===== src/rtl/lvds_frame_sequencer.sv =====
// lvds_frame_sequencer
//   Generates the pixel-rate timing for a 7:1 LVDS panel from the bit clock:
//   a free-running 0..6 bit-slot counter, H/V raster counters and
//   DE/HSYNC/VSYNC. Active pixels are prefetched from the frame buffer
//   through a small credit-limited FIFO and presented as RGB888, held
//   stable for each 7-slot pixel frame, to the slot-mux/serializer stage.
//
// Ports
//   clk_in       bit clock (7x pixel rate), the only clock
//   rst_n        synchronous active-low reset
//   enable       1 = start/keep scanning, 0 = stop at end of current frame
//   fb_req       frame-buffer read request (held with fb_addr until accepted)
//   fb_addr      linear pixel index of the request
//   fb_ready     request accepted when fb_req & fb_ready
//   fb_rvalid    read data valid, in-order responses
//   fb_rdata     {red, green, blue}
//   red/green/blue  pixel to serializer, 0 outside the active region
//   hsync/vsync/de  raster controls for the current pixel
//   bit_slot     serializer slot index 0..6
//   pix_strobe   1 while bit_slot == 0
//   frame_start  1-cycle pulse on the first slot of pixel (0,0)
//   underflow    sticky: an active pixel found the FIFO empty
//   busy         sequencer is not idle
module lvds_frame_sequencer #(
    parameter int H_ACTIVE   = 1280,
    parameter int H_TOTAL    = 1440,
    parameter int V_ACTIVE   = 800,
    parameter int V_TOTAL    = 823,
    parameter int ADDR_W     = 20,
    parameter int FIFO_DEPTH = 8,
    parameter int PREFILL    = 4
) (
    input  logic              clk_in,
    input  logic              rst_n,
    input  logic              enable,
    output logic              fb_req,
    output logic [ADDR_W-1:0] fb_addr,
    input  logic              fb_ready,
    input  logic              fb_rvalid,
    input  logic [23:0]       fb_rdata,
    output logic [7:0]        red,
    output logic [7:0]        green,
    output logic [7:0]        blue,
    output logic              hsync,
    output logic              vsync,
    output logic              de,
    output logic [2:0]        bit_slot,
    output logic              pix_strobe,
    output logic              frame_start,
    output logic              underflow,
    output logic              busy
);

    localparam int H_W   = $clog2(H_TOTAL + 1);
    localparam int V_W   = $clog2(V_TOTAL + 1);
    localparam int PTR_W = $clog2(FIFO_DEPTH);
    localparam int CNT_W = $clog2(FIFO_DEPTH + 1);

    localparam logic [H_W-1:0]    H_LAST    = H_W'(H_TOTAL - 1);
    localparam logic [H_W-1:0]    H_ACT     = H_W'(H_ACTIVE);
    localparam logic [V_W-1:0]    V_LAST    = V_W'(V_TOTAL - 1);
    localparam logic [V_W-1:0]    V_ACT     = V_W'(V_ACTIVE);
    localparam logic [ADDR_W-1:0] ADDR_LAST = ADDR_W'(H_ACTIVE * V_ACTIVE - 1);
    localparam logic [CNT_W-1:0]  DEPTH_C   = CNT_W'(FIFO_DEPTH);
    localparam logic [CNT_W-1:0]  PREFILL_C = CNT_W'(PREFILL);

    typedef enum logic [1:0] {
        S_IDLE    = 2'd0,
        S_PREFILL = 2'd1,
        S_RUN     = 2'd2,
        S_STOP    = 2'd3
    } state_t;

    state_t state, state_next;

    logic [H_W-1:0]   h_cnt, h_next, disp_h;
    logic [V_W-1:0]   v_cnt, v_next, disp_v;
    logic [CNT_W-1:0] count;
    logic [CNT_W-1:0] outstanding;
    logic [PTR_W-1:0] wr_ptr, rd_ptr;
    logic [23:0]      mem [FIFO_DEPTH];
    logic [CNT_W:0]   credit_used;

    logic boundary;
    logic last_pixel;
    logic load;
    logic disp_active;
    logic fetch_ok;
    logic accept;
    logic rsp;
    logic push;
    logic pop;
    logic starve;

    // Pixel frames end on slot 6; everything pixel-rate happens on that edge.
    assign boundary    = (bit_slot == 3'd6);
    assign last_pixel  = (h_cnt == H_LAST) && (v_cnt == V_LAST);
    assign credit_used = {1'b0, count} + {1'b0, outstanding};

    // Once STOP has seen fb_addr wrap to 0 the rest of the frame is already
    // fetched, so further requests would only fetch the next frame.
    assign fetch_ok = (state == S_PREFILL) || (state == S_RUN) ||
                      ((state == S_STOP) && (fb_addr != '0));
    assign fb_req   = fetch_ok && (credit_used < {1'b0, DEPTH_C});
    assign accept   = fb_req && fb_ready;

    // Responses with nothing outstanding are stray and ignored; responses
    // arriving while idle still retire credit but are discarded.
    assign rsp  = fb_rvalid && (outstanding != '0);
    assign push = rsp && (state != S_IDLE);

    assign disp_active = load && (disp_h < H_ACT) && (disp_v < V_ACT);
    assign pop         = disp_active && (count != '0);
    assign starve      = disp_active && (count == '0);

    assign busy       = (state != S_IDLE);
    assign pix_strobe = rst_n && (bit_slot == 3'd0);

    // Raster position following the current one.
    always_comb begin
        h_next = h_cnt + H_W'(1);
        v_next = v_cnt;
        if (h_cnt == H_LAST) begin
            h_next = '0;
            v_next = (v_cnt == V_LAST) ? '0 : v_cnt + V_W'(1);
        end
    end

    always_ff @(posedge clk_in) begin
        if (!rst_n) begin
            state <= S_IDLE;
        end else begin
            state <= state_next;
        end
    end

    // Next state plus the decision whether a new pixel is loaded this edge.
    always_comb begin
        state_next = state;
        load       = 1'b0;
        disp_h     = h_next;
        disp_v     = v_next;
        case (state)
            S_IDLE: begin
                if (enable && (outstanding == '0)) begin
                    state_next = S_PREFILL;
                end
            end
            S_PREFILL: begin
                disp_h = '0;
                disp_v = '0;
                if (boundary && (count >= PREFILL_C)) begin
                    state_next = S_RUN;
                    load       = 1'b1;
                end
            end
            S_RUN, S_STOP: begin
                state_next = enable ? S_RUN : S_STOP;
                if (boundary) begin
                    if (!enable && last_pixel) begin
                        state_next = S_IDLE;
                    end else begin
                        load = 1'b1;
                    end
                end
            end
            default: state_next = S_IDLE;
        endcase
    end

    // Control: slot counter, credit, FIFO occupancy, fetch address.
    always_ff @(posedge clk_in) begin
        if (!rst_n) begin
            bit_slot    <= 3'd0;
            outstanding <= '0;
            count       <= '0;
            wr_ptr      <= '0;
            rd_ptr      <= '0;
            fb_addr     <= '0;
            underflow   <= 1'b0;
        end else begin
            bit_slot <= boundary ? 3'd0 : bit_slot + 3'd1;

            case ({accept, rsp})
                2'b10:   outstanding <= outstanding + CNT_W'(1);
                2'b01:   outstanding <= outstanding - CNT_W'(1);
                default: outstanding <= outstanding;
            endcase

            if (state == S_IDLE) begin
                count  <= '0;
                wr_ptr <= '0;
                rd_ptr <= '0;
            end else begin
                if (push) begin
                    wr_ptr <= wr_ptr + PTR_W'(1);
                end
                if (pop) begin
                    rd_ptr <= rd_ptr + PTR_W'(1);
                end
                case ({push, pop})
                    2'b10:   count <= count + CNT_W'(1);
                    2'b01:   count <= count - CNT_W'(1);
                    default: count <= count;
                endcase
            end

            if (state == S_IDLE) begin
                fb_addr <= '0;
            end else if (accept) begin
                fb_addr <= (fb_addr == ADDR_LAST) ? '0 : fb_addr + ADDR_W'(1);
            end

            if ((state == S_IDLE) && (state_next == S_PREFILL)) begin
                underflow <= 1'b0;
            end else if (starve) begin
                underflow <= 1'b1;
            end
        end
    end

    always_ff @(posedge clk_in) begin
        if (push) begin
            mem[wr_ptr] <= fb_rdata;
        end
    end

    // Pixel stage: raster position and outputs change only at slot 6 -> 0.
    always_ff @(posedge clk_in) begin
        if (!rst_n) begin
            h_cnt       <= '0;
            v_cnt       <= '0;
            red         <= 8'd0;
            green       <= 8'd0;
            blue        <= 8'd0;
            hsync       <= 1'b0;
            vsync       <= 1'b0;
            de          <= 1'b0;
            frame_start <= 1'b0;
        end else begin
            frame_start <= 1'b0;
            if (boundary) begin
                if (load) begin
                    h_cnt       <= disp_h;
                    v_cnt       <= disp_v;
                    hsync       <= (disp_h < H_ACT);
                    vsync       <= (disp_v < V_ACT);
                    de          <= disp_active;
                    frame_start <= (disp_h == '0) && (disp_v == '0) &&
                                   (state_next == S_RUN);
                    // A starved active pixel shows black; its data is not
                    // skipped, so later pixels simply shift.
                    {red, green, blue} <= pop ? mem[rd_ptr] : 24'd0;
                end else begin
                    if (state_next == S_IDLE) begin
                        h_cnt <= '0;
                        v_cnt <= '0;
                    end
                    hsync <= 1'b0;
                    vsync <= 1'b0;
                    de    <= 1'b0;
                    {red, green, blue} <= 24'd0;
                end
            end
        end
    end

endmodule


===== config.mk =====
export PLATFORM = sky130hd
export DESIGN_NAME = lvds_frame_sequencer
export DESIGN_NICKNAME = d
export VERILOG_FILES = /design/src/rtl/lvds_frame_sequencer.sv
export SDC_FILE = /design/constraint.sdc
export NUM_CORES = 1
export LEC_CHECK = 0
export CAP_MARGIN = 10
export CORE_ASPECT_RATIO = 0.5
export CORE_MARGIN = 2
export CORE_UTILIZATION = 59
export DETAILED_ROUTE_END_ITERATION = 10
export GPL_TIMING_DRIVEN = 0
export PLACE_DENSITY = 0.8
export SKIP_CTS_REPAIR_TIMING = 1
export SLEW_MARGIN = 10
export SYNTH_ARGS = -nofsm -noshare
export SYNTH_HDL_FRONTEND = slang
export SYNTH_SLANG_ARGS = --single-unit

===== constraint.sdc =====
create_clock -name clk_in -period 4.8 [get_ports clk_in]
set_input_delay 0.72 -clock clk_in [delete_from_list [all_inputs] [get_ports clk_in]]
set_output_delay 0.72 -clock clk_in [all_outputs]
set_load 0.01 [all_outputs]

# Word level (Yosys, flattened, before mapping)
# Memory sizes are Yosys's and may differ from the RTL's. A register that Yosys moved wholly into a read port is not among the register bits.
# Cells that the tools add are included.
# Widths: inputs -> output; s select.
# word_totals
ff_bits,89
ramBits,192
inputBits,29
output_inout_bits,55
elab_cells,120
n_memories,1
# op_classes
add_sub_neg,11
order_cmp,4
eq_ne,13
muxes,33
bitwise,1
reduce_logical,40
# mem_list
memory,depth,width,read_ports,rd_clocked_by_memory_dff,wr,line,rtl
mem,8,24,1,1,1,81,logic [23:0] mem [FIFO_DEPTH];
# ops
op,n
$mux 10,5
$mux 11,4
$mux 24,1
$mux 8,3
$add 20x1->20 const B,1
$eq 20x20->1 const B,1
$mux 20,1
$reduce_bool 20->1,1
$logic_and 1x1->1,17
$pmux 4 s2,2
$add 11x1->11 const B,1
$eq 11x11->1 const B,1
$logic_not 11->1,1
$lt 11x11->1 const B,1
$add 10x1->10 const B,1
$eq 10x10->1 const B,1
$eq 2x2->1 const B,5
$logic_not 10->1,1
$lt 10x10->1 const B,1
$add 3x1->3 const B,3
$mux 1,9
$add 4x1->4 const B,2
$eq 2x1->1 const B,4
$logic_not 4->1,2
19 further kinds,33

# Logic depth before layout (Yosys ltp)
# Gate-level depths: netlist of run 1.
# depth
word_depth,11
depth_mapped,16
depth_no_buf,15

# Worst setup path after synthesis of run 1
# No wires, ideal clock.
# synth_path
path_type,register to register
start,register h_cnt[6]
end,register count[2]
setup_time_ps,71
t_arrival_ps,3487
required_time_ps,4729
setup_slack_ps,1243
path_stages_with_launch,15
path_buffers,1
period_less_slack_ps,3557
path_cell_list,dfxtp_1 > buf_2 > or4b_4 > or3_4 > or4_1 > o21ai_1 > a211o_1 > nor2_1 > ha_1 > xor2_1 > ha_1 > a21oi_1 > xor2_1 > or3_1 > a21oi_1
# synth_between
elab_chain_cells,11
elab_cells_between_ends,20
cone_classes,add/sub (1); order compare (2); eq/ne (3); mux (8); reduce/logical (6)
# synth_lines
item,line,rtl
from (decl),76,"logic [H_W-1:0] h_cnt, h_next, disp_h;"
from (signal assigned),244,h_cnt <= disp_h;
"parallel branches: the longest is 7 deep, another holds $add 11x1->11",--,
$logic_and 1x1->1 *,112,assign disp_active = load && (disp_h < H_ACT) && (disp_v < V_ACT);
$logic_and 1x1->1 *,113,assign pop = disp_active && (count != '0);
$eq 2x1->1 or $eq 2x2->1 (tied branches),201,"case ({push, pop})"
$pmux 4 s2 or $reduce_bool 2->1 (tied branches),--,
to (signal assigned),202,2'b10: count <= count + CNT_W'(1);
to (signal assigned),203,2'b01: count <= count - CNT_W'(1);
to (signal assigned),204,default: count <= count;
to (decl),78,logic [CNT_W-1:0] count;
# Mark *: on every way between the ends.
# A chain may end at the register's enable or synchronous reset.

# Worst setup path after layout of run 1
# layout_path
start,register h_cnt[0]
end,register count[2]
# The elaborated chain is that of the path after synthesis.

==> results by group, run 1 <==
Drt
  • Initial DRC count: 736
  • Residual DRC: 0
  • DR WL/cell: 21.13 um
  • Post-route ant nets: 0
  • First drt pass iteration count: 5
  • Vias: 7879
  • WL final: 27.34 mm
  • DR vias/cell: 6.089

Global route
  • First-pass GRT wire length: 43.28 mm
  • Largest net degree at the start of global routing: 25
  • Initial antenna violation count: 1
  • GRT Total Usage: 0.2596
  • Overflow after GRT: 0
  • Vias in the first global route: 7862

Logic synthesis
  • Yosys warning count: 0
  • Top-area cell type share of the netlist area: 0.4767
  • Area contributors post-synth: edfxtp_1, dfxtp_1, mux4_2
  • Mean post-synth cell area: 13.58 um2
  • Adder-cell share of the synthesized area: 0.02545
  • Gate Count Post-Synth: 891
  • Area fraction in and, or, nand and nor cells after synthesis: 0.1120
  • #FFs+latches synth: 284
  • Largest family of logic cells by synthesized area: simple AND/OR/NAND/NOR gates
  • Mux cell area share after synthesis: 0.1117
  • Number of distinct library cells after synthesis: 61
  • Ys flop type: edfxtp_1
  • Seq/Total Area, Yosys: 0.6289
  • Synth Cell Area: 12100 um2
  • Post-synth EDFFs: 192
  • Complex-gate fraction of the synthesized area: 0.07624
  • Asr flop ratio synth: 0
  • Xor/xnor cell area share of the yosys netlist: 0.02245
  • Mapped Nets: 944
  • Area leader, netlist: edfxtp_1

Final layout
  • Final nets: 1062
  • FILL cells: 1299
  • Final Cell Area: 14270 um2
  • Final Util: 0.7215
  • Most common cell after layout, fill and taps aside: edfxtp_1
  • Layout area overhead: 17.96%
  • Layout cells sized above 1: 0.1392
  • Most frequent cells in the layout: edfxtp_1, dfxtp_1, clkdlybuf4s50_1

Min path
  • Worst hold path class: reg -> reg

Critical path
  • Crit path launch type: flip-flop
  • FF-to-FF End: count[2]
  • Flop-to-flop setup slack: 0.90 ns
  • Crit path kind: reg -> reg
  • Crit Path Max Fanout: 10
  • CP endpoint kind: flip-flop
  • Critical Path Start: h_cnt[0]
  • WP data required: 5.26 ns
  • CP arrival: 4.36 ns
  • Worst flop-to-flop path startpoint: h_cnt[0]
  • Reg2Reg Depth: 14
  • CP endpoint: count[2]

STA
  • Final hold violations: 0
  • Max Clock Skew: 0.02485 ns
  • Slew HR: 0.3014
  • Final worst path period share: 0.8115
  • # setup viols final: 0
  • Max-slew violations: 0
  • Min Tclk post-route: 3.895 ns
  • Worst-Margin Slew: 1.048 ns
  • RSZ-0062 raised after global routing: false
  • Setup_tns: 0 ns
  • Fmax achieved: 0.2567 GHz

Status
  • Outcome: finished clean

Clocking
  • CTS root buffer: clkbuf_16
  • Worst-Skew Late Latency: 0.54 ns
  • Clock transition at the registers of the reported paths: 0.07 ns
  • Num CTS Buffers: 25
  • Clock sink count: 284
  • CTS tree: yes
  • CTS H-Tree Depth: 1
  • Max clock buf depth: 3

Job
  • Max cap viols: 0

Floorplanning
  • Core ar.: 19770 um2
  • Number of core rows: 36
  • Die area: 21730 um2
  • I/O pin count: 84
  • Die Ht: 105.2 um
  • Starting Density: 0.6117
  • Die X: 206.5 um

Power
  • Leakage: 0.004549 uW
  • Power Total: 5078 uW
  • P per Cell Area: 355.9 nW/um2
  • Peak supply drop: 0.2132 mV

Place
  • Cell Area, Placed: 13430 um2
  • Port buffer count: 83
  • Post-detail-place hpwl: 17.00 mm
  • Placer Congestion: 0.9138
registers in the layout, summed over array words and instances (netlist names), 2 cells and up, named ones only:
signal	flops
bit_slot	3
blue	8
count	4
fb_addr	20
green	8
h_cnt	11
mem	192
outstanding	4
rd_ptr	3
red	8
state	2
v_cnt	10
wr_ptr	3
critical path: stages, from the launching register on:
cell	delay [ns]
dfxtp_1	0.46
ha_1	0.31
nand4_1	0.25
nor3_2	0.59
a211oi_1	0.15
o21a_1	0.26
a211o_1	0.31
nor2_1	0.20
ha_1	0.30
xor2_1	0.17
ha_1	0.16
a21oi_1	0.05
xor2_1	0.16
or3_1	0.31
a21oi_1	0.14
worst min path at each step:
stage | start | end | depth (start not counted)
after global placement | blue[5] | blue[5] | 2
final | green[3] | green[3] | 2
after CTS | green[3] | green[3] | 2
after global routing | green[4] | green[4] | 2
after detailed placement | red[5] | red[5] | 2
after floorplan | wr_ptr[0] | wr_ptr[0] | 2
synthesized netlist by cell type (all sizes together) (2+ instances only):
cell	number
nand3	23
a21boi	6
a22oi	5
o221a	2
nand3b	3
o31ai	2
nor2	62
dfxtp	92
or4	3
or2	4
a211oi	2
edfxtp	192
ha	23
nand4	15
and4	5
and3	4
mux4	48
nand2b	8
nand2	64
a311oi	2
o21a	4
xnor2	22
xor2	9
a31oi	16
nor2b	14
buf	11
mux2i	27
or3	13
clkbuf	33
a31o	2
nor4	14
and2	8
a21o	3
inv	24
o21ai	60
nor3	24
a21oi	28
per-stage QoR:
step,hold slack (ns),cells,setup WS [ns]
finish,0.4535,1294,0.9049
CTS,0.4582,1293,0.9345
detailed placement,0.4415,1248,0.9617
floorplan,0.4625,891,1.243
global route,0.4719,1294,0.5991
global placement,0.4369,1240,-0.7053
cell type report:
type | instances | area (um2) | share of cell area
inverter | 24 | 90.09 | 0.006314
multi-input combinational | 539 | 4263 | 0.2988
tap | 266 | 332.8 | 0.02333
antenna | 1 | 2.502 | 0.0001754
timing repair buffer | 91 | 945.9 | 0.06630
sequential | 284 | 7607 | 0.5332
clock buffer | 35 | 693.2 | 0.04858
buffer | 44 | 190.2 | 0.01333
clock inverter | 10 | 142.6 | 0.009997
routing by layer:
layer  vias up  track usage  wire length [um]
met3        29      0.03865              1912
met1      3926       0.3742             11580
met4         0      0.04592               339
met2       312       0.4283             13520
met5         -            0                 0
li1       3612            -                 -
kinds of logic (layout without fill, tap and decap cells):
logic type               count (synthesis)  in the layout
AND/OR/NAND/NOR                        268            268
flip-flops                             284            284
adder cells (fa/ha/maj)                 24             24
XOR/XNOR                                31             31
AO/OA/AOI/OAI                          141            141
multiplexers                            75             75
buffers and inverters                   68            204
other                                    0              1
power breakdown:
part	total (uW)	internal [uW]	switching (uW)
logic	350	133	218
registers	2660	2640	23.9
clock network	2070	1180	888
(Power assumes the default switching activity.)
==> inputs of run 2 (changes only) <==
Clock period 4.8 ns to 3.7 ns, I/O delays scaled along.
==> results by group, run 2 (synthesis results as in run 1) <==
STA
  • Final worst path period share: 0.9875 (was 0.8115)
  • Max Clock Skew: 0.02253 ns (was 0.02485 ns)
  • RSZ-0062 raised after global routing: true (was false)
  • # setup viols final: 0 (unchanged)
  • Setup_tns: 0 ns (unchanged)
  • Fmax achieved: 0.2737 GHz (was 0.2567 GHz)
  • Min Tclk post-route: 3.654 ns (was 3.895 ns)
  • Worst-Margin Slew: 1.039 ns (was 1.048 ns)
  • Slew HR: 0.3075 (was 0.3014)
  • Hold WS: 0.4535 ns (about the same)
  • Max-slew violations: 0 (unchanged)
  • Final hold violations: 0 (unchanged)

Final layout
  • Layout cells sized above 1: 0.1753 (was 0.1392)
  • Max reg flops: 192 (unchanged)
  • Reg with most FFs: mem (unchanged)
  • Most frequent cells in the layout: edfxtp_1, dfxtp_1, clkdlybuf4s50_1 (unchanged)
  • FF/Latch Area: 7612 um2 (was 7607 um2)
  • FILL cells: 1264 (was 1299)
  • Combined area of the multi-input logic cells: 4380 um2 (was 4263 um2)
  • Final nets: 1073 (was 1062)
  • Largest regs: mem x192, fb_addr x20, h_cnt x11 (unchanged)
  • Layout area overhead: 19.92% (was 17.96%)
  • Most common cell after layout, fill and taps aside: edfxtp_1 (unchanged)

Drt
  • Initial DRC count: 760 (was 736)
  • Vias: 7993 (was 7879)
  • Post-route ant nets: 0 (unchanged)
  • DR vias/cell: 6.125 (was 6.089)
  • Residual DRC: 0 (unchanged)
  • First drt pass iteration count: 8 (was 5)
  • WL final: 27.94 mm (was 27.34 mm)
  • DR WL/cell: 21.41 um (was 21.13 um)

Critical path
  • CP endpoint kind: flip-flop (unchanged)
  • Max incr delay on CP: 0.57 ns (was 0.59 ns)
  • CP arrival: 4.11 ns (was 4.36 ns)
  • CP top delay family: simple AND/OR/NAND/NOR gates (unchanged)
  • Crit Path Max Fanout: 7 (was 10)
  • Worst-path cell chain: or4b_4 > buf_6 > buf_4 > nor3_4 > a211oi_2 > o21a_1 > a211o_1 > nor2_2 > ha_2 > xor2_1 > ha_2 > a21oi_2 > xor2_1 > or3_1 > a21oi_2 (was ha_1 > nand4_1 > nor3_2 > a211oi_1 > o21a_1 > a211o_1 > nor2_1 > ha_1 > xor2_1 > ha_1 > a21oi_1 > xor2_1 > or3_1 > a21oi_1)
  • Crit path kind: reg -> reg (unchanged)
  • Flop-to-flop setup slack: 0.05 ns (was 0.90 ns)
  • Crit path launch type: flip-flop (unchanged)
  • Slowest cell on crit path: or4b_4 (was nor3_2)
  • Worst path bufs/invs: 2 (was 0)
  • WP data required: 4.16 ns (was 5.26 ns)
  • FF-to-FF End: count[2] (unchanged)
  • Reg2Reg Depth: 15 (was 14)
  • Worst flop-to-flop path startpoint: h_cnt[6] (was h_cnt[0])

Job
  • Max cap viols: 0 (unchanged)

Floorplanning
  • Die area: 21730 um2 (unchanged)
  • Die Ht: 105.2 um (unchanged)
  • Core ar.: 19770 um2 (unchanged)
  • Die X: 206.5 um (unchanged)
  • Starting Density: 0.6117 (unchanged)
  • Number of core rows: 36 (unchanged)
  • I/O pin count: 84 (unchanged)

Clocking
  • Clock transition at the registers of the reported paths: 0.07 ns (about the same)
  • CTS root buffer: clkbuf_16 (unchanged)
  • CTS H-Tree Depth: 1 (unchanged)
  • CTS tree: yes (unchanged)
  • Num CTS Buffers: 25 (unchanged)
  • Clock sink count: 284 (unchanged)
  • Worst-Skew Late Latency: 0.54 ns (about the same)
  • Max clock buf depth: 3 (unchanged)

Power
  • Peak supply drop: 0.2773 mV (was 0.2132 mV)
  • Leakage: 0.004673 uW (was 0.004549 uW)
  • P per Cell Area: 454.0 nW/um2 (was 355.9 nW/um2)

Place
  • Post-detail-place hpwl: 17.00 mm (unchanged)
  • Port buffer count: 83 (unchanged)
  • Placer Congestion: 0.9138 (unchanged)

Global route
  • GRT Total Usage: 0.2596 (unchanged)
  • Initial antenna violation count: 1 (unchanged)
  • Overflow after GRT: 0 (unchanged)
  • Largest net degree at the start of global routing: 25 (unchanged)
  • First-pass GRT wire length: 43.28 mm (unchanged)
  • Vias in the first global route: 7862 (unchanged)

Min path
  • Worst Min Path Start: green[3] (unchanged)
  • Hold EP: green[3] (unchanged)
  • Worst hold path class: reg -> reg (unchanged)
  • Worst hold stages: 2 (unchanged)

Status
  • Outcome: finished clean (unchanged)
==> run 2: cell types whose count changed in the layout (fill, tap and decap cells not counted), moves of 2 or more <==
cell / before / now
a21oi_1: 27 / 25
dfxtp_1: 92 / 90
buf_4: 2 / 18
clkbuf_1: 40 / 32
a21oi_2: 1 / 3
ha_1: 23 / 18
nor3_4: 0 / 2
clkbuf_2: 0 / 3
ha_2: 0 / 4
nor3_1: 21 / 18
==> run 2: worst max path at each step <==
stage / slack, ns / from / end / depth (start not counted)
after floorplan: 0.14 / h_cnt[6] / count[2] / 14
after global placement: -1.64 / fb_rvalid / mem[0][17] / 4
after detailed placement: -0.14 / h_cnt[0] / count[2] / 14
after CTS: -0.17 / h_cnt[0] / count[2] / 14
after global routing: -0.11 / h_cnt[1] / count[2] / 15
final: 0.05 / h_cnt[6] / count[2] / 15
==> run 2: where the power goes <==
part           total, uW  internal (uW)  switching [uW]
registers           3450           3420            31.0
clock network       2670           1530            1140
logic                460            174             287
total               6590           5120            1460
==> run 2: stage by stage <==
| stage | instances | area [um2] | setup slack, ns | power [uW] | util |
|---|---|---|---|---|---|
| after floorplan | 891 | 12100 | 0.1426 | 3784 | - |
| after global placement | 1240 | 13260 | -1.640 | 3940 | 0.6705 |
| after detailed placement | 1248 | 13430 | -0.1383 | 3967 | 0.6791 |
| after CTS | 1293 | 14260 | -0.1655 | 6612 | 0.7214 |
| after global routing | 1305 | 14510 | -0.1084 | 6793 | 0.7335 |
| final | 1305 | 14510 | 0.04631 | 6585 | 0.7335 |
==> run 2: tightest hold or removal path, stage by stage (launching register included) <==
cell,delay [ns]
dfxtp_1,0.32
nand2_1,0.06
o21ai_2,0.04
==> run 2: metal layers <==
| metal | track usage | vias up | part of all wire |
|---|---|---|---|
| li1 | - | 3647 | - |
| met4 | 0.04592 | 0 | 0.013 |
| met2 | 0.4283 | 347 | 0.50 |
| met5 | 0 | - | 0 |
| met3 | 0.03865 | 34 | 0.076 |
| met1 | 0.3742 | 3965 | 0.41 |
==> run 2: layout make-up <==
| cell class | instances | area share |
|---|---|---|
| Timing Repair Buffer | 108 | 0.07427 |
| Antenna cell | 1 | 0.0001725 |
| Inverter | 24 | 0.006211 |
| Buffer | 38 | 0.01199 |
| Clock inverter | 10 | 0.009834 |
| Clock buffer | 35 | 0.04779 |
| Sequential cell | 284 | 0.5248 |
| Tap cell | 266 | 0.02294 |
| Multi-Input combinational cell | 539 | 0.3020 |
==> inputs of run 3 (changes only) <==
Settings changed: CORE_ASPECT_RATIO 0.5 to 0.75, CORE_MARGIN 2 to 5.
==> results by group, run 3 (synthesis results as in run 1) <==
Drt
  • Vias: 7826 (was 7993)
  • WL final: 26.86 mm (was 27.94 mm)
  • Residual DRC: 0 (unchanged)
  • First drt pass iteration count: 5 (was 8)
  • Initial DRC count: 635 (was 760)
  • Post-route ant nets: 0 (unchanged)
  • DR WL/cell: 20.74 um (was 21.41 um)
  • DR vias/cell: 6.043 (was 6.125)

Floorplanning
  • Starting Density: 0.5984 (was 0.6117)
  • Die Ht: 134 um (was 105.2 um)
  • Die X: 175.3 um (was 206.5 um)
  • Die area: 23490 um2 (was 21730 um2)
  • I/O pin count: 84 (unchanged)
  • Core ar.: 20210 um2 (was 19770 um2)
  • Number of core rows: 45 (was 36)

Final layout
  • Largest regs: mem x192, fb_addr x20, h_cnt x11 (unchanged)
  • Most frequent cells in the layout: edfxtp_1, dfxtp_1, clkdlybuf4s50_1 (unchanged)
  • FILL cells: 1285 (was 1264)
  • Final nets: 1069 (was 1073)
  • Reg with most FFs: mem (unchanged)
  • Max reg flops: 192 (unchanged)
  • Inserted Diodes: 0 (was 1)
  • Layout cells sized above 1: 0.1630 (was 0.1753)
  • Layout area overhead: 20.20% (was 19.92%)
  • Combined area of the multi-input logic cells: 4365 um2 (was 4380 um2)
  • Most common cell after layout, fill and taps aside: edfxtp_1 (unchanged)
  • FF/Latch Area: 7610 um2 (was 7612 um2)

Clocking
  • Max clock buf depth: 3 (unchanged)
  • CTS tree: yes (unchanged)
  • Clock transition at the registers of the reported paths: 0.06 ns (was 0.07 ns)
  • Num CTS Buffers: 27 (was 25)
  • Clock sink count: 284 (unchanged)
  • CTS root buffer: clkbuf_16 (unchanged)
  • CTS H-Tree Depth: 1 (unchanged)
  • Worst-Skew Late Latency: 0.54 ns (about the same)

Global route
  • Overflow after GRT: 0 (unchanged)
  • Largest net degree at the start of global routing: 25 (unchanged)
  • First-pass GRT wire length: 42.08 mm (was 43.28 mm)
  • Vias in the first global route: 7623 (was 7862)
  • Initial antenna violation count: 1 (unchanged)
  • GRT Total Usage: 0.2243 (was 0.2596)

Critical path
  • Crit path launch type: flip-flop (unchanged)
  • Crit path kind: reg -> reg (unchanged)
  • Reg2Reg Depth: 15 (unchanged)
  • Crit Path Max Fanout: 10 (was 7)
  • CP endpoint kind: flip-flop (unchanged)
  • WP data required: 4.17 ns (was 4.16 ns)
  • CP arrival: 4.15 ns (was 4.11 ns)
  • Critical Path Start: h_cnt[0] (was h_cnt[6])
  • Worst flop-to-flop path startpoint: h_cnt[0] (was h_cnt[6])

STA
  • Worst-Margin Slew: 1.156 ns (was 1.039 ns)
  • Max-slew violations: 0 (unchanged)
  • Hold WS: 0.4515 ns (was 0.4535 ns)
  • # setup viols final: 0 (unchanged)
  • PnR worst setup slack: 0.01556 ns (was 0.04631 ns)
  • Fmax achieved: 0.2714 GHz (was 0.2737 GHz)
  • Final hold violations: 0 (unchanged)
  • Max Clock Skew: 0.01513 ns (was 0.02253 ns)
  • Final worst path period share: 0.9958 (was 0.9875)
  • Setup_tns: 0 ns (unchanged)
  • Slew HR: 0.2223 (was 0.3075)
  • Min Tclk post-route: 3.684 ns (was 3.654 ns)

Job
  • Max cap viols: 0 (unchanged)

Place
  • Post-detail-place hpwl: 17.11 mm (was 17.00 mm)
  • Placer Congestion: 0.9115 (was 0.9138)
  • Port buffer count: 83 (unchanged)
  • Post-place setup slack: -0.2001 ns (was -0.1383 ns)

Min path
  • Worst hold stages: 2 (unchanged)
  • Worst Min Path Start: green[4] (was green[3])
  • Worst hold path class: reg -> reg (unchanged)

Status
  • Outcome: finished clean (unchanged)

Power
  • Leakage: 0.004663 uW (was 0.004673 uW)
  • P per Cell Area: 468.1 nW/um2 (was 454.0 nW/um2)
  • Peak supply drop: 0.4167 mV (was 0.2773 mV)
==> run 3: changes by cell type in the layout (fill, tap and decap cells not counted), moves of 3 or more <==
cell	before	now
buf_4	18	7
clkinv_1	0	5
clkbuf_1	32	35
clkbuf_2	3	0
ha_2	4	1
==> run 3: area by class of cell <==
class	instances	share of cell area
repair buffers	97	0.07065
inverters	24	0.006196
multi-input cells	539	0.3003
plain buffers	43	0.01274
clock inverters	20	0.01661
flip-flops and latches	284	0.5234
clock buffers	30	0.04793
well taps	258	0.02220
==> run 3: through the flow <==
| step | std cells | total power, uW | utilization | area, um2 |
|---|---|---|---|---|
| 2_1_floorplan | 891 | 3784 | - | 12100 |
| 3_3_place_gp | 1232 | 3945 | 0.6555 | 13250 |
| 3_5_place_dp | 1241 | 3968 | 0.6660 | 13460 |
| 4_1_cts | 1291 | 6833 | 0.7125 | 14400 |
| 5_1_grt | 1295 | 7041 | 0.7193 | 14540 |
| 6_report | 1295 | 6805 | 0.7193 | 14540 |
==> run 3: worst paths after layout <==
| check | end | slack [ns] |
|---|---|---|
| max reg2reg | count[2] | 0.02 |
| min | green[4] | 0.45 |
| max | count[2] | 0.02 |
| min reg2reg | green[4] | 0.45 |
==> run 3: critical path: stages (launching register included) <==
cell and delay, ns:
dfxtp_2 0.42, ha_1 0.29, nand4_1 0.28, or3_4 0.45, buf_6 0.16, nor2_4 0.11
nor3_4 0.08, a211o_4 0.39, nor2_4 0.22, ha_4 0.19, xor2_1 0.17, ha_2 0.20
a21oi_2 0.04, xor2_1 0.16, or3_1 0.31, a21oi_1 0.14
==> run 3: routing by layer <==
layer | up-vias | global-route usage | routed length [um]
li1 | 3652 | - | -
met1 | 3845 | 0.3281 | 11700
met2 | 290 | 0.3605 | 12690
met3 | 37 | 0.04170 | 1981
met4 | 2 | 0.04230 | 473
met5 | - | 0 | 12
==> run 3: where the power goes <==
part           total (uW)  leakage, uW  switching, uW  internal, uW
Sequential           3450      0.00247           30.9          3420
Clock                2880     0.000450           1170          1710
Combinational         467      0.00174            293           174
Total                6800      0.00466           1490          5310
